### src/rtl/bnn_stream_loader.sv
// Host-side serial loader for the BNN: streams weight/pixel bytes LSB-first onto the
// serial pins, waits out the run-mode settle time, then captures the answer digit.
module bnn_stream_loader #(
  parameter int N_WEIGHTS   = 8192,
  parameter int N_PIXELS    = 784,
  parameter int RESULT_WAIT = 1024
) (
  input  logic       clk,
  input  logic       rst,
  input  logic       start,
  input  logic       load_wts,
  input  logic       abort,
  input  logic [7:0] s_data,
  input  logic       s_valid,
  output logic       s_ready,
  output logic       mode_out,
  output logic       weight_out,
  output logic       pixel_out,
  input  logic [3:0] answer_in,
  output logic       busy,
  output logic       done,
  output logic [3:0] answer,
  output logic       err
);

  localparam int NMAX = (N_WEIGHTS > N_PIXELS) ? N_WEIGHTS : N_PIXELS;
  localparam int CW   = $clog2(NMAX + 1);
  localparam int WW   = $clog2(RESULT_WAIT + 1);

  typedef enum logic [2:0] {IDLE, WLOAD, PLOAD, RUN, CAPTURE} state_e;

  state_e          state_q, state_d;
  logic [7:0]      shreg_q, shreg_d;
  logic [3:0]      bits_left_q, bits_left_d;
  logic [CW-1:0]   bit_cnt_q, bit_cnt_d;
  logic [WW-1:0]   wait_cnt_q, wait_cnt_d;
  logic [3:0]      answer_q, answer_d;
  logic            err_q, err_d;

  logic            in_load, emit, accept, last_bit;
  logic [CW-1:0]   phase_n, rem, rem_after;

  // A freshly loaded byte never holds more useful bits than the phase still needs, so
  // the surplus tail of a partial final byte is dropped at load time.
  function automatic logic [3:0] clip8(input int n);
    return (n >= 8) ? 4'd8 : n[3:0];
  endfunction

  assign in_load   = (state_q == WLOAD) || (state_q == PLOAD);
  assign emit      = in_load && (bits_left_q != 4'd0);
  assign phase_n   = (state_q == WLOAD) ? CW'(N_WEIGHTS) : CW'(N_PIXELS);
  assign rem       = phase_n - bit_cnt_q;
  assign rem_after = rem - CW'(emit);
  assign last_bit  = emit && (rem == CW'(1));

  // In WLOAD a fetch is always useful: once the weights run out it becomes the first
  // pixel byte, which lets the last weight bit and first pixel bit sit back to back.
  assign s_ready = in_load && (bits_left_q <= 4'd1) &&
                   ((state_q == WLOAD) || (rem > CW'(bits_left_q)));
  assign accept  = s_valid && s_ready;

  always_comb begin
    // NOTE: every _d gets its hold value first so no path through the case infers a latch.
    state_d     = state_q;
    shreg_d     = shreg_q;
    bits_left_d = bits_left_q;
    bit_cnt_d   = bit_cnt_q;
    wait_cnt_d  = wait_cnt_q;
    answer_d    = answer_q;
    err_d       = err_q;

    unique case (state_q)
      IDLE: begin
        if (start) state_d = load_wts ? WLOAD : PLOAD;
      end
      WLOAD, PLOAD: begin
        if (emit) begin
          shreg_d     = {1'b0, shreg_q[7:1]};
          bits_left_d = bits_left_q - 4'd1;
          bit_cnt_d   = bit_cnt_q + CW'(1);
        end
        if (accept) begin
          shreg_d     = s_data;
          bits_left_d = (rem_after != '0) ? clip8(int'(rem_after)) : clip8(N_PIXELS);
        end
        if (last_bit) begin
          bit_cnt_d = '0;
          state_d   = (state_q == WLOAD) ? PLOAD : RUN;
        end
      end
      RUN: begin
        if (wait_cnt_q == WW'(RESULT_WAIT - 1)) begin
          wait_cnt_d = '0;
          state_d    = CAPTURE;
        end else begin
          wait_cnt_d = wait_cnt_q + WW'(1);
        end
      end
      CAPTURE: begin
        answer_d = answer_in;
        err_d    = (answer_in > 4'd9);
        state_d  = IDLE;
      end
      default: state_d = IDLE;
    endcase

    if (abort) begin
      state_d     = IDLE;
      shreg_d     = '0;
      bits_left_d = '0;
      bit_cnt_d   = '0;
      wait_cnt_d  = '0;
      answer_d    = answer_q;
      err_d       = err_q;
    end
  end

  // NOTE: state updates use non-blocking assignments so every register samples pre-edge values.
  always_ff @(posedge clk or posedge rst) begin
    if (rst) begin
      state_q     <= IDLE;
      shreg_q     <= '0;
      bits_left_q <= '0;
      bit_cnt_q   <= '0;
      wait_cnt_q  <= '0;
      answer_q    <= '0;
      err_q       <= 1'b0;
    end else begin
      state_q     <= state_d;
      shreg_q     <= shreg_d;
      bits_left_q <= bits_left_d;
      bit_cnt_q   <= bit_cnt_d;
      wait_cnt_q  <= wait_cnt_d;
      answer_q    <= answer_d;
      err_q       <= err_d;
    end
  end

  assign mode_out   = !emit;
  assign weight_out = emit && (state_q == WLOAD) && shreg_q[0];
  assign pixel_out  = emit && (state_q == PLOAD) && shreg_q[0];
  assign busy       = (state_q != IDLE);
  assign done       = (state_q == CAPTURE);
  assign answer     = done ? answer_in : answer_q;
  assign err        = done ? (answer_in > 4'd9) : err_q;

endmodule

### config.mk
export PLATFORM = sky130hd
export DESIGN_NAME = bnn_stream_loader
export DESIGN_NICKNAME = d
export VERILOG_FILES = /design/src/rtl/bnn_stream_loader.sv
export SDC_FILE = /design/constraint.sdc
export NUM_CORES = 1
export LEC_CHECK = 0
export ABC_CLOCK_PERIOD_IN_PS = 3700
export CELL_PAD_IN_SITES_DETAIL_PLACEMENT = 0
export CELL_PAD_IN_SITES_GLOBAL_PLACEMENT = 1
export CORE_MARGIN = 2
export CORE_UTILIZATION = 34
export CTS_CLUSTER_SIZE = 16
export DETAILED_ROUTE_END_ITERATION = 16
export PLACE_DENSITY = 0.64
export SKIP_LAST_GASP = 1
export SYNTH_ARGS = -nofsm -noshare
export SYNTH_HDL_FRONTEND = slang
export SYNTH_SLANG_ARGS = --single-unit
### constraint.sdc
create_clock -name clk -period 3.7 [get_ports clk]
set_input_delay 0.555 -clock clk [delete_from_list [all_inputs] [get_ports clk]]
set_output_delay 0.555 -clock clk [all_outputs]
set_load 0.005 [all_outputs]
**Word-level counts from Yosys, hierarchy flattened**

Index checks and enable logic that the tools add are counted.
Widths: inputs -> output; s select.

- Bits in registers: 45
- Bits in latches: 0
- Bits in writable memories: 0
- Memory bits (read-only): 0
- Bits of input ports: 18
- Output and inout bits: 11
- Logic and storage cells: 76
- Memories kept: 0

- Add/sub/neg operators: 5
- Multiply operators: 0
- Div/mod/pow operators: 0
- Order comparisons: 4
- Equal/unequal tests: 9
- Shift-type cells: 0
- Mux-type cells: 27
- Bitwise operators: 0
- Reduce and logical (&&, ||, !) cells: 24

Operator list:

| cell | count |
|---|---|
| $mux 14 | 5 |
| $mux 11 | 3 |
| $mux 8 | 4 |
| $mux 4 | 7 |
| $add 14x1->14 const B | 1 |
| $eq 14x1->1 const B | 1 |
| $ge 14x4->1 const B | 1 |
| $gt 14x4->1 | 1 |
| $reduce_bool 14->1 | 1 |
| $sub 14x1->14 | 1 |
| $sub 14x14->14 | 1 |
| $mux 3 | 4 |
| $add 11x1->11 const B | 1 |
| $eq 11x10->1 const B | 1 |
| $logic_and 1x1->1 | 9 |
| $ne 3x3->1 const B | 3 |
| $pmux 3 s3 | 1 |
| $reduce_bool 3->1 | 3 |
| $eq 3x2->1 const B | 2 |
| $gt 4x4->1 const B | 1 |
| $le 4x1->1 const B | 1 |
| $reduce_and 2->1 | 2 |
| $reduce_bool 2->1 | 2 |
| $reduce_bool 4->1 | 1 |
| 10 further kinds | 12 |

**Logic depth before layout (Yosys ltp)**

Gate-level depths: netlist of the first run.

- Depth in word-level cells: 10
- Mapped depth: 13
- Gate-level depth less buffers: 11

**Least setup slack after synthesis of the first run**

OpenSTA, ideal clock, no wires.

- Path kind: flip-flop to flip-flop
- From: register state_q[2]
- To: register bits_left_q[0]
- Setup time: 125 ps
- Arrival: 3519 ps
- Data required time: 3575 ps
- Path slack: 56 ps
- Cell stages (with the launch flop): 13
- Buffers on the path: 4
- Period minus slack after synthesis: 3644 ps
- Path through: dfrtp_1 buf_2 or3b_1 clkbuf_1 ha_1 or3b_1 o31a_1 xor2_1 or3_1 buf_6 o311a_4 buf_6 mux2_4

- Word-level cells in the longest chain between the ends: 10
- Elaborated cells on any way between the ends: 23
- Classes of those cells: add/sub (2); order compare (2); eq/ne (2); mux (6); reduce/logical (11)

RTL lines:

| element | line | text |
|---|---|---|
| start, declared | 32 | `state_e state_q, state_d;` |
| start signal, assigned | 129 | `state_q <= state_d;` |
| $eq 3x1->1 / $eq 3x2->1 (equally long branches) | n/a |  |
| $mux 14 / $logic_or 1x1->1 (equally long branches) | 51, 49 |  |
| $sub 14x14->14 / $logic_and 1x1->1 (equally long branches) | 52, 50 |  |
| $sub 14x1->14 / $gt 14x4->1 (equally long branches) | 53, 59 |  |
| $ge 14x4->1 / $logic_or 1x1->1 (equally long branches) | 46, 59 |  |
| $mux 4 / $logic_and 1x1->1 (equally long branches) | 46, 58 |  |
| $mux 4 / $logic_and 1x1->1 (equally long branches) | 84, 60 |  |
| $mux 4 | 82 | `if (accept) begin` |
| $mux 4 | 72 | `unique case (state_q)` |
| $mux 4 | 107 | `if (abort) begin` |
| end signal, assigned | 131 | `bits_left_q <= bits_left_d;` |
| end, declared | 34 | `logic [3:0] bits_left_q, bits_left_d;` |

Parallel ways exist; a longest one is shown, timed or not. The select of a mux whose other input is x is not followed.
A chain may end at the register's enable or synchronous reset.

**Worst setup path after layout of the first run**

- From: register state_q[1]
- To: output port s_ready

- Word-level cells in the longest chain between the ends: 6
- Elaborated cells on any way between the ends: 9
- Classes of those cells: add/sub (1); order compare (1); eq/ne (2); mux (1); reduce/logical (4)

RTL lines:

| element | line | text |
|---|---|---|
| $eq 3x1->1 | 49, 51, 59 |  |
| $mux 14 | 51 | `assign phase_n = (state_q == WLOAD) ? CW'(N_WEIGHTS) : CW'(N_PIXELS);` |
| $sub 14x14->14 | 52 | `assign rem = phase_n - bit_cnt_q;` |
| $gt 14x4->1 | 59 | `((state_q == WLOAD) \|\| (rem > CW'(bits_left_q)));` |
| $logic_or 1x1->1 | 59 |  |
| $logic_and 1x1->1 * | 58 | `assign s_ready = in_load && (bits_left_q <= 4'd1) &&` |
| end, declared | 15 | `output logic s_ready,` |

Mark *: on every way between the ends. The rest lies on a longest branch, timed or not.

==> metrics.md, run 1 <==
| Metric | Value |
|---|---|
| Synth Instances | `401` |
| Routed Wire Length | `9020 um` |
| Nets | `471` |
| Hold Path Cell Cnt | `1` |
| CP endpoint kind | `output pin` |
| CTS Root Cell | `clkbuf_8` |
| Post-CTS Setup Bufs | `0` |
| Skew final | `9.35 ps` |
| Largest net degree at the start of global routing | `46` |
| Chip Height | `between 100 and 150 um` |
| Core Footprint | `0.00977 mm2` |
| Worst Setup Start Kind | `register` |
| Final ANT Viol Nets | `0` |
| Via Count | `3,110` |
| Final instance area | `0.00408 mm2` |
| Post-synthesis sequential area ratio | `33.0%` |
| Peak supply drop | `0.206 mV` |
| Crit path launch | `state_q[1]` |
| EDFF count, synth | `0` |
| Worst reg2reg path depth | `8` |
| CP arrival | `3040 ps` |
| Hold Crit Endpoint | `wait_cnt_q[9]` |
| Final Hold Viols | `0` |
| Share of cells above drive strength 1 | `15.8%` |
| Worst reg2reg endpoint | `state_q[0]` |
| Unrepaired setup endpoints after global routing | `false` |
| Layout area overhead | `19.6%` |
| Commonest non-fill, non-tap cell in the layout | `nand2_1` |
| Syn avg cell area | `roughly 8.5 um2` |
| Yosys cell types | `a little under 70` |
| Die area | `0.0108 mm2` |
| Ports | `29` |
| Port-buffer cells | `28` |
| Die X | `~100 um` |
| Count of antenna diodes in the layout | `0` |
| Initial detailed-routing violation count | `about 120` |
| Synth warn | `0` |
| Leakage | `about 1.7 nW` |
| Clk slew on worst S/H paths | `~90 ps` |
| Fin crit share | `between 90 and 100%` |
| Status | `finished clean` |
| CP Max Fanout | `3` |
| Grt ovf | `0` |
| Number of max-cap violations | `0` |
| CTS Sinks | `45` |
| Htree depth | `2` |
| Hold Buf Count CTS | `0` |
| Max Fclk | `between 200 and 300 MHz` |
| Syn nets | `around 430` |
| Worst-Margin Slew | `968 ps` |
| Hold Startpoint | `wait_cnt_q[9]` |
| Setup Crit Path Kind | `register to output pin` |
| Worst R2R Start | `state_q[1]` |
| Vias in the first global route | `3,058` |
| Worst endpoint required time | `3140 ps` |
| Flop-to-flop setup slack | `360 ps` |
| CTS Buf Count | `5` |
| TNS Setup | `0 ps` |
| Pre-Repair DR Iteration Count | `4` |
| First-pass GRT wire length | `15,300 um` |
| Crit path time final | `around 3600 ps` |
| Max_slew headroom | `a little over a third` |
| Power per Cell Area | `458 mW/mm2` |
| Vias per inst | `5.45` |
| WL/cell | `15.8 um` |
| Synth Cell Area | `0.00341 mm2` |
| Residual DRC | `0` |
| Top FF cell, synth | `dfrtp_1` |
| # setup viols final | `0` |
| Hold Path Class | `register to register` |
| Yosys reg bits | `45` |
| Initial antenna violation count | `0` |
| Initial Utilization | `a little over a third` |
| Num rows | `36` |
| Deepest clock path buffer count | `2` |
| Worst-Skew Late Latency | `310 ps` |
| Commonest non-fill, non-tap cells in the layout | `nand2_1, dfrtp_1, nor2_1` |
| Ys async rst share | `100%` |
| Max Slew Vio Count | `0` |
| Gpl congestion | `0.827` |
| Post-DP Area | `0.00393 mm2` |
| Post-DP HPWL | `6660 um` |
| Gr usage total | `17.1%` |
| CTS tree | `built` |
[cell families (layout without fill, tap and decap cells)]
kind of cell               Yosys count  after routing  share of synthesized area [%]
xor gates and xnor gates            21             21                           5.39
AOI/OAI and AO/OA                   86             86                           18.0
buffers and inverters               42             79                           5.47
DFF                                 45             45                           33.0
muxes                               17             17                           6.28
adders and majority gates           15             15                           5.50
and+or+nand+nor                    175            175                           26.3
[worst max-delay path by stage]
stage	end	slack, ps	depth (start not counted)
finish	s_ready	110	8
detailed placement	s_ready	80	8
global placement	s_ready	80	8
floorplan	bits_left_q[0]	60	12
CTS	s_ready	40	8
global route	s_ready	2	8
[worst max-delay path: stages (launching register included)]
cell and delay [ps]:
dfrtp_1 390, or3b_4 420, ha_4 280, or3b_4 370, o31a_1 250, xor2_1 150
or3_4 350, o31a_1 250, dlygate4sd2_1 260
[repair_timing]
| action | in CTS | in global routing |
|---|---|---|
| setup endpoints to repair | 1 | 1 |
| pin swaps | 2 | 2 |
| gates resized for setup | 6 | 6 |
| hold endpoints to repair | 0 | 0 |
[routing by layer]
metal	share of wire [%]	wire length, um	track usage [%]	up-vias
met4	2.0	180	5.02	0
met3	2.9	262	2.32	15
li1	-	-	-	1517
met2	47	4220	28.7	54
met1	48	4350	23.1	1524
met5	0	0	0	-
[where the power goes]
| part | internal (mW) | switching (mW) | leakage, nW | total (mW) |
|---|---|---|---|---|
| clock network | 0.148 | 0.176 | 0.0433 | 0.324 |
| logic | 0.446 | 0.492 | 1.03 | 0.938 |
| registers | 0.558 | 0.0463 | 0.611 | 0.604 |
[state kept, by name (all words and copies together), names as in the netlist]
name,cells
shreg_q,8
wait_cnt_q,11
state_q,3
bit_cnt_q,14
answer_q,4
bits_left_q,4
err_q,1
[stage by stage]
step	power (mW)	cells	hold slack, ps	utilization, %	worst slack, ps
global route	2.02	571	534	41.7	2.44
finish	1.87	571	498	41.7	108
detailed placement	1.54	564	481	40.2	79.6
floorplan	1.22	401	451	-	56.0
CTS	1.87	571	497	41.4	39.1
global placement	1.53	564	466	40.2	81.8
[cell usage after synthesis (5+ instances only)]
master	n	area (um2)
nand2_1	53	199
dfrtp_1	45	1130
nor2_1	35	131
inv_1	20	75.1
a21oi_1	18	90.1
o21ai_0	18	90.1
ha_1	15	188
xnor2_1	15	131
nand3_1	14	70.1
nor2b_1	13	81.3
clkbuf_1	12	45.0
nor3_1	9	45.0
mux2_2	7	78.8
mux2_4	7	105
and3_1	6	37.5
nand4_1	6	37.5
xor2_1	6	52.6
buf_2	5	25.0
[final cells by class]
type | count | area, um2
fill | 1030 | 5700
multi-input combinational | 314 | 2160
sequential | 45 | 1130
timing repair buffer | 52 | 459
tap | 133 | 166
clock buffer | 6 | 82.6
inverter | 20 | 75.1
clock inverter | 1 | 7.51
Note: power is estimated with default switching activity, not from simulation.
==> run 2: changes to the inputs <==
- CTS_BUF_LIST: unset -> sky130_fd_sc_hd__clkbuf_2
==> metrics.md, run 2 (same netlist as run 1, synthesis figures left out) <==
| Metric | Value |
|---|---|
| Via Count | `3,093` |
| Hold Buf Count CTS | `0` |
| Crit-path most repeated cell | `o31a_1` |
| CTS Root Cell | `clkbuf_2` |
| Die X | `about 100 um` |
| Commonest non-fill, non-tap cell in the layout | `nand2_1` |
| TNS Setup | `0 ps` |
| Crit path launch | `state_q[1]` |
| Port-buffer cells | `28` |
| Peak supply drop | `0.199 mV` |
| Gpl congestion | `about 0.83` |
| Leakage | `1.67 nW` |
| CTS Buf Count | `5` |
| CTS tree | `built` |
| Htree depth | `2` |
| Setup Crit Path Kind | `register to output pin` |
| Worst reg2reg path depth | `9` |
| CP Cell Sequence | `or3b_4 > ha_4 > or3b_1 > o31a_1 > xor2_1 > or3_4 > o31a_1 > buf_2` |
| Hold Path Cell Cnt | `1` |
| WHS | `just over 500 ps` |
| Grt ovf | `0` |
| WL/cell | `15.7 um` |
| CP Max Fanout | `3` |
| Reg with most FFs | `bit_cnt_q` |
| Worst-Margin Slew | `around 970 ps` |
| Num rows | `36` |
| Max_slew headroom | `a little over a third` |
| Crit path time final | `3630 ps` |
| Worst Setup Start Kind | `register` |
| CTS Sinks | `45` |
| Max FFs per register | `14` |
| Skew final | `about 33 ps` |
| Initial antenna violation count | `0` |
| Largest net degree at the start of global routing | `46` |
| Initial Utilization | `34.9%` |
| Max Fclk | `275 MHz` |
| Hold Path Class | `register to register` |
| Max Slew Vio Count | `0` |
| Status | `finished clean` |
| CP top delay family | `simple AND/OR/NAND/NOR gates` |
| Post-DP HPWL | `6660 um` |
| Commonest non-fill, non-tap cells in the layout | `nand2_1, dfrtp_1, nor2_1` |
| Post-Place Cells | `564` |
| Gr usage total | `17.2%` |
| Final Hold Viols | `0` |
| Residual DRC | `0` |
| Layout area overhead | `19.0%` |
| Share of cells above drive strength 1 | `17.0%` |
| Power Total | `1.76 mW` |
| First-pass GRT wire length | `between 15,000 and 20,000 um` |
| Core Footprint | `0.00977 mm2` |
| CP arrival | `3080 ps` |
| Power per Cell Area | `433 mW/mm2` |
| Hold Startpoint | `wait_cnt_q[9]` |
| Worst-Skew Late Latency | `between 400 and 500 ps` |
| Routed Wire Length | `8980 um` |
| Pre-Repair DR Iteration Count | `4` |
| Worst endpoint required time | `3140 ps` |
| Clk slew on worst S/H paths | `around 250 ps` |
| Unrepaired setup endpoints after global routing | `true` |
| Biggest regs | `bit_cnt_q x14, wait_cnt_q x11, shreg_q x8` |
| Largest stage delay, worst path | `~440 ps` |
| Count of antenna diodes in the layout | `0` |
| Vias per inst | `between 5 and 6` |
| Final core occ | `41.5%` |
| Initial detailed-routing violation count | `139` |
| Die area | `0.0108 mm2` |
| Worst R2R Start | `state_q[1]` |
| CP Depth | `8` |
| CP endpoint kind | `output pin` |
| Number of max-cap violations | `0` |
| Final ANT Viol Nets | `0` |
| Chip Height | `104 um` |
| Fin crit share | `98.2%` |
| Buf+Inv Stages, Crit Path | `1` |
| Ports | `29` |
| Vias in the first global route | `3,057` |
| # setup viols final | `0` |
| CP max stage cell | `dfrtp_1` |
| Deepest clock path buffer count | `2` |
| Nets | `473` |
| Non-Filler Instances | `573` |
==> run 2: worst paths after layout <==
kind                                       to  slack [ps]
worst max-delay path                  s_ready          70
worst min-delay path            wait_cnt_q[9]         520
worst max register to register     shreg_q[1]         380
worst min register to register  wait_cnt_q[9]         520
max in group asynchronous        bit_cnt_q[6]        2460
min in group asynchronous       wait_cnt_q[9]         630
==> run 2: routing by layer <==
layer	global-route usage, %	wire length [um]	vias up
met5	0	0	-
met4	5.21	208	0
met3	2.38	197	19
met2	28.7	4230	42
met1	23.3	4340	1508
li1	-	-	1524
==> run 2: timing repair <==
| action | in CTS | in global routing |
|---|---|---|
| endpoints found under the hold margin | 0 | 0 |
| cloned | 0 | 0 |
| setup buffers | 2 | 0 |
| endpoints found under the setup margin | 1 | 1 |
| pin swaps | 5 | 0 |
| gates resized for setup | 16 | 3 |
==> run 2: area by class of cell <==
class / instances / area [um2]
clock inverter: 2 / 11.3
sequential: 45 / 1130
tap: 133 / 166
multi-input combinational: 314 / 2180
timing repair buffer: 54 / 470
inverter: 20 / 75.1
clock buffer: 5 / 25.0
fill: 1035 / 5720
==> run 2: per-stage QoR <==
step | area [um2] | setup WS, ps
after CTS | 4040 | 69.1
after floorplan | 3410 | 56.0
after detailed placement | 3930 | 79.6
final | 4060 | 66.6
after global routing | 4060 | -43.0
after global placement | 3930 | 81.8
==> run 2: where the power goes <==
| part | internal, mW | switching, mW | total [mW] |
|---|---|---|---|
| Sequential | 0.558 | 0.0463 | 0.604 |
| Combinational | 0.449 | 0.495 | 0.944 |
| Clock | 0.0406 | 0.167 | 0.208 |
| Total | 1.05 | 0.708 | 1.76 |
==> run 2: worst reg2reg max path, stage by stage (launching register included) <==
cell and delay (ps):
dfrtp_1 440, or3b_4 420, ha_4 280, or3b_1 370, o31a_1 260, xor2_1 150, or3_4 350, buf_4 180
o311a_4 470, mux2_4 330
==> run 3: changes to the inputs <==
--- a/config.mk
+++ b/config.mk
@@ -7,3 +7,3 @@
 export LEC_CHECK = 0
-export ABC_CLOCK_PERIOD_IN_PS = 3700
+export ABC_CLOCK_PERIOD_IN_PS = 2950
 export CELL_PAD_IN_SITES_DETAIL_PLACEMENT = 0
==> constraint.sdc (replaced) <==
create_clock -name clk -period 2.95 [get_ports clk]
set_input_delay 0.4425 -clock clk [delete_from_list [all_inputs] [get_ports clk]]
set_output_delay 0.4425 -clock clk [all_outputs]
set_load 0.1 [all_outputs]
==> metrics.md, run 3 (same netlist as run 1, synthesis figures left out) <==
| Metric | Value |
|---|---|
| Max Fclk | `274 MHz` |
| Largest stage delay, worst path | `450 ps` |
| Routed Wire Length | `just over 9000 um` |
| Layout area overhead | `31.0%` |
| CP arrival | `3210 ps` |
| First-pass GRT wire length | `15,900 um` |
| CP top delay family | `simple AND/OR/NAND/NOR gates` |
| Commonest non-fill, non-tap cell in the layout | `buf_4` |
| Skew final | `33.9 ps` |
| Fillers | `around 1,000` |
| Reg with most FFs | `bit_cnt_q` |
| CTS Root Cell | `clkbuf_2` |
| Max FFs per register | `14` |
| Initial Utilization | `34.9%` |
| Setup Crit Path Kind | `register to output pin` |
| Worst-Skew Late Latency | `around 440 ps` |
| Max Slew Vio Count | `0` |
| Largest net degree at the start of global routing | `46` |
| CP endpoint kind | `output pin` |
| Via Count | `around 3,200` |
| Num rows | `36` |
| Pre-Repair DR Iteration Count | `4` |
| Deepest clock path buffer count | `2` |
| Biggest regs | `bit_cnt_q x14, wait_cnt_q x11, shreg_q x8` |
| CP Cell Sequence | `or3b_4 > ha_4 > or3b_4 > o31a_1 > xor2_1 > or3_4 > o31a_4 > buf_12` |
| Max_slew headroom | `about half` |
| Final Hold Viols | `0` |
| Unrepaired setup endpoints after global routing | `true` |
| Crit-path most repeated cell | `or3b_4` |
| CP Max Fanout | `4` |
| Hold Path Class | `input pin to asynchronous set/reset pin` |
| Worst endpoint required time | `2510 ps` |
| Power per Cell Area | `635 mW/mm2` |
| WL/cell | `15.5 um` |
| Commonest non-fill, non-tap cells in the layout | `buf_4, nand2_1, dfrtp_1` |
| Gpl congestion | `between 0.8 and 0.9` |
| CTS tree | `built` |
| Die X | `104 um` |
| Final ANT Viol Nets | `0` |
| CTS Buf Count | `5` |
| Chip Height | `104 um` |
| Grt ovf | `0` |
| Core Footprint | `around 0.0098 mm2` |
| Failing checks | `negative setup slack` |
| Vias per inst | `5.25` |
| Die area | `0.0108 mm2` |
| Post-place setup slack | `-334 ps` |
| Nets | `502` |
| Share of cells above drive strength 1 | `26.4%` |
| Gr usage total | `17.7%` |
| CTS Sinks | `45` |
| WHS | `between 400 and 500 ps` |
| Vias in the first global route | `between 3,000 and 4,000` |
| Post-DP HPWL | `slightly below 7000 um` |
| Leakage | `1.92 nW` |
| CP max stage cell | `dfrtp_1` |
| Clk slew on worst S/H paths | `260 ps` |
| Buf+Inv Stages, Crit Path | `1` |
| Post-DP Area | `just over 0.004 mm2` |
| Count of antenna diodes in the layout | `0` |
| Port-buffer cells | `28` |
| Final instance area | `0.00447 mm2` |
| Number of max-cap violations | `0` |
| Worst-Margin Slew | `741 ps` |
| Final core occ | `45.7%` |
| # setup viols final | `29` |
| Initial detailed-routing violation count | `169` |
| Fin crit share | `124%` |
| Crit path time final | `3650 ps` |
| Slack of the critical path | `-702 ps` |
| Htree depth | `2` |
| Ports | `29` |
| Initial antenna violation count | `0` |
| Residual DRC | `0` |
| Peak supply drop | `roughly 0.43 mV` |
| Status | `finished, violations left` |
| Worst Setup Start Kind | `register` |
run 3: changes by cell type in the layout (fill, tap and decap cells not counted), moves of 2 or more:
cell | previous run | this run
o31ai_2 | 2 | 0
o21ai_1 | 2 | 4
buf_4 | 26 | 54
o21ai_0 | 17 | 14
clkdlybuf4s50_1 | 27 | 17
o311ai_0 | 4 | 1
buf_6 | 0 | 8
buf_12 | 0 | 2
o311ai_4 | 0 | 3
run 3: final timing paths:
check / from / end / slack, ps / depth (start not counted)
setup / recovery: state_q[2] / s_ready / -700 / 8
hold reg to reg: wait_cnt_q[9] / wait_cnt_q[9] / 510 / 1
min in group clk: wait_cnt_q[9] / wait_cnt_q[9] / 510 / 1
setup reg to reg: state_q[2] / shreg_q[1] / -480 / 10
hold / removal: rst / bit_cnt_q[12] / 440 / 3
max in group asynchronous: rst / shreg_q[1] / 2090 / 3
run 3: layer usage:
layer / share of wire, % / GRT usage [%] / vias to the layer above
met1: 48 / 24.4 / 1533
met4: 1.3 / 4.05 / 0
met2: 48 / 29.9 / 45
li1: - / - / 1574
met3: 2.7 / 2.01 / 11
met5: 0 / 0 / -
run 3: metrics by stage:
step | std cells | total power [mW] | TNS [ps]
finish | 602 | 2.84 | -10280
detailed placement | 585 | 2.36 | -6640
global route | 602 | 3.03 | -13410
CTS | 598 | 2.79 | -7810
floorplan | 401 | 1.91 | -7530
global placement | 585 | 2.35 | -5830
run 3: tightest hold or removal path, cell delays in order:
cell,delay [ps]
clkdlybuf4s50_1,410
inv_2,50
buf_4,480
run 3: cell type report:
class | count | area, um2 | share of cell area, %
clock buffers | 5 | 25.0 | 0.560
clock inverters | 2 | 35.0 | 0.784
inverters | 20 | 78.8 | 1.76
multi-input cells | 315 | 2320 | 51.8
flip-flops and latches | 45 | 1130 | 25.2
well taps | 133 | 166 | 3.72
repair buffers | 82 | 721 | 16.1
run 3: repair_timing:
action / in CTS / in global routing
setup endpoints to repair: 29 / 30
hold buffers: 0 / 0
cloned: 2 / 0
gates resized for setup: 31 / 16
pin swaps: 6 / 5
buffers inserted: 4 / 4
run 3: where the power goes:
group,leakage [nW],switching (mW),internal [mW]
combinational,1.27,1.06,0.678
sequential,0.611,0.0524,0.699
clock,0.0388,0.205,0.138
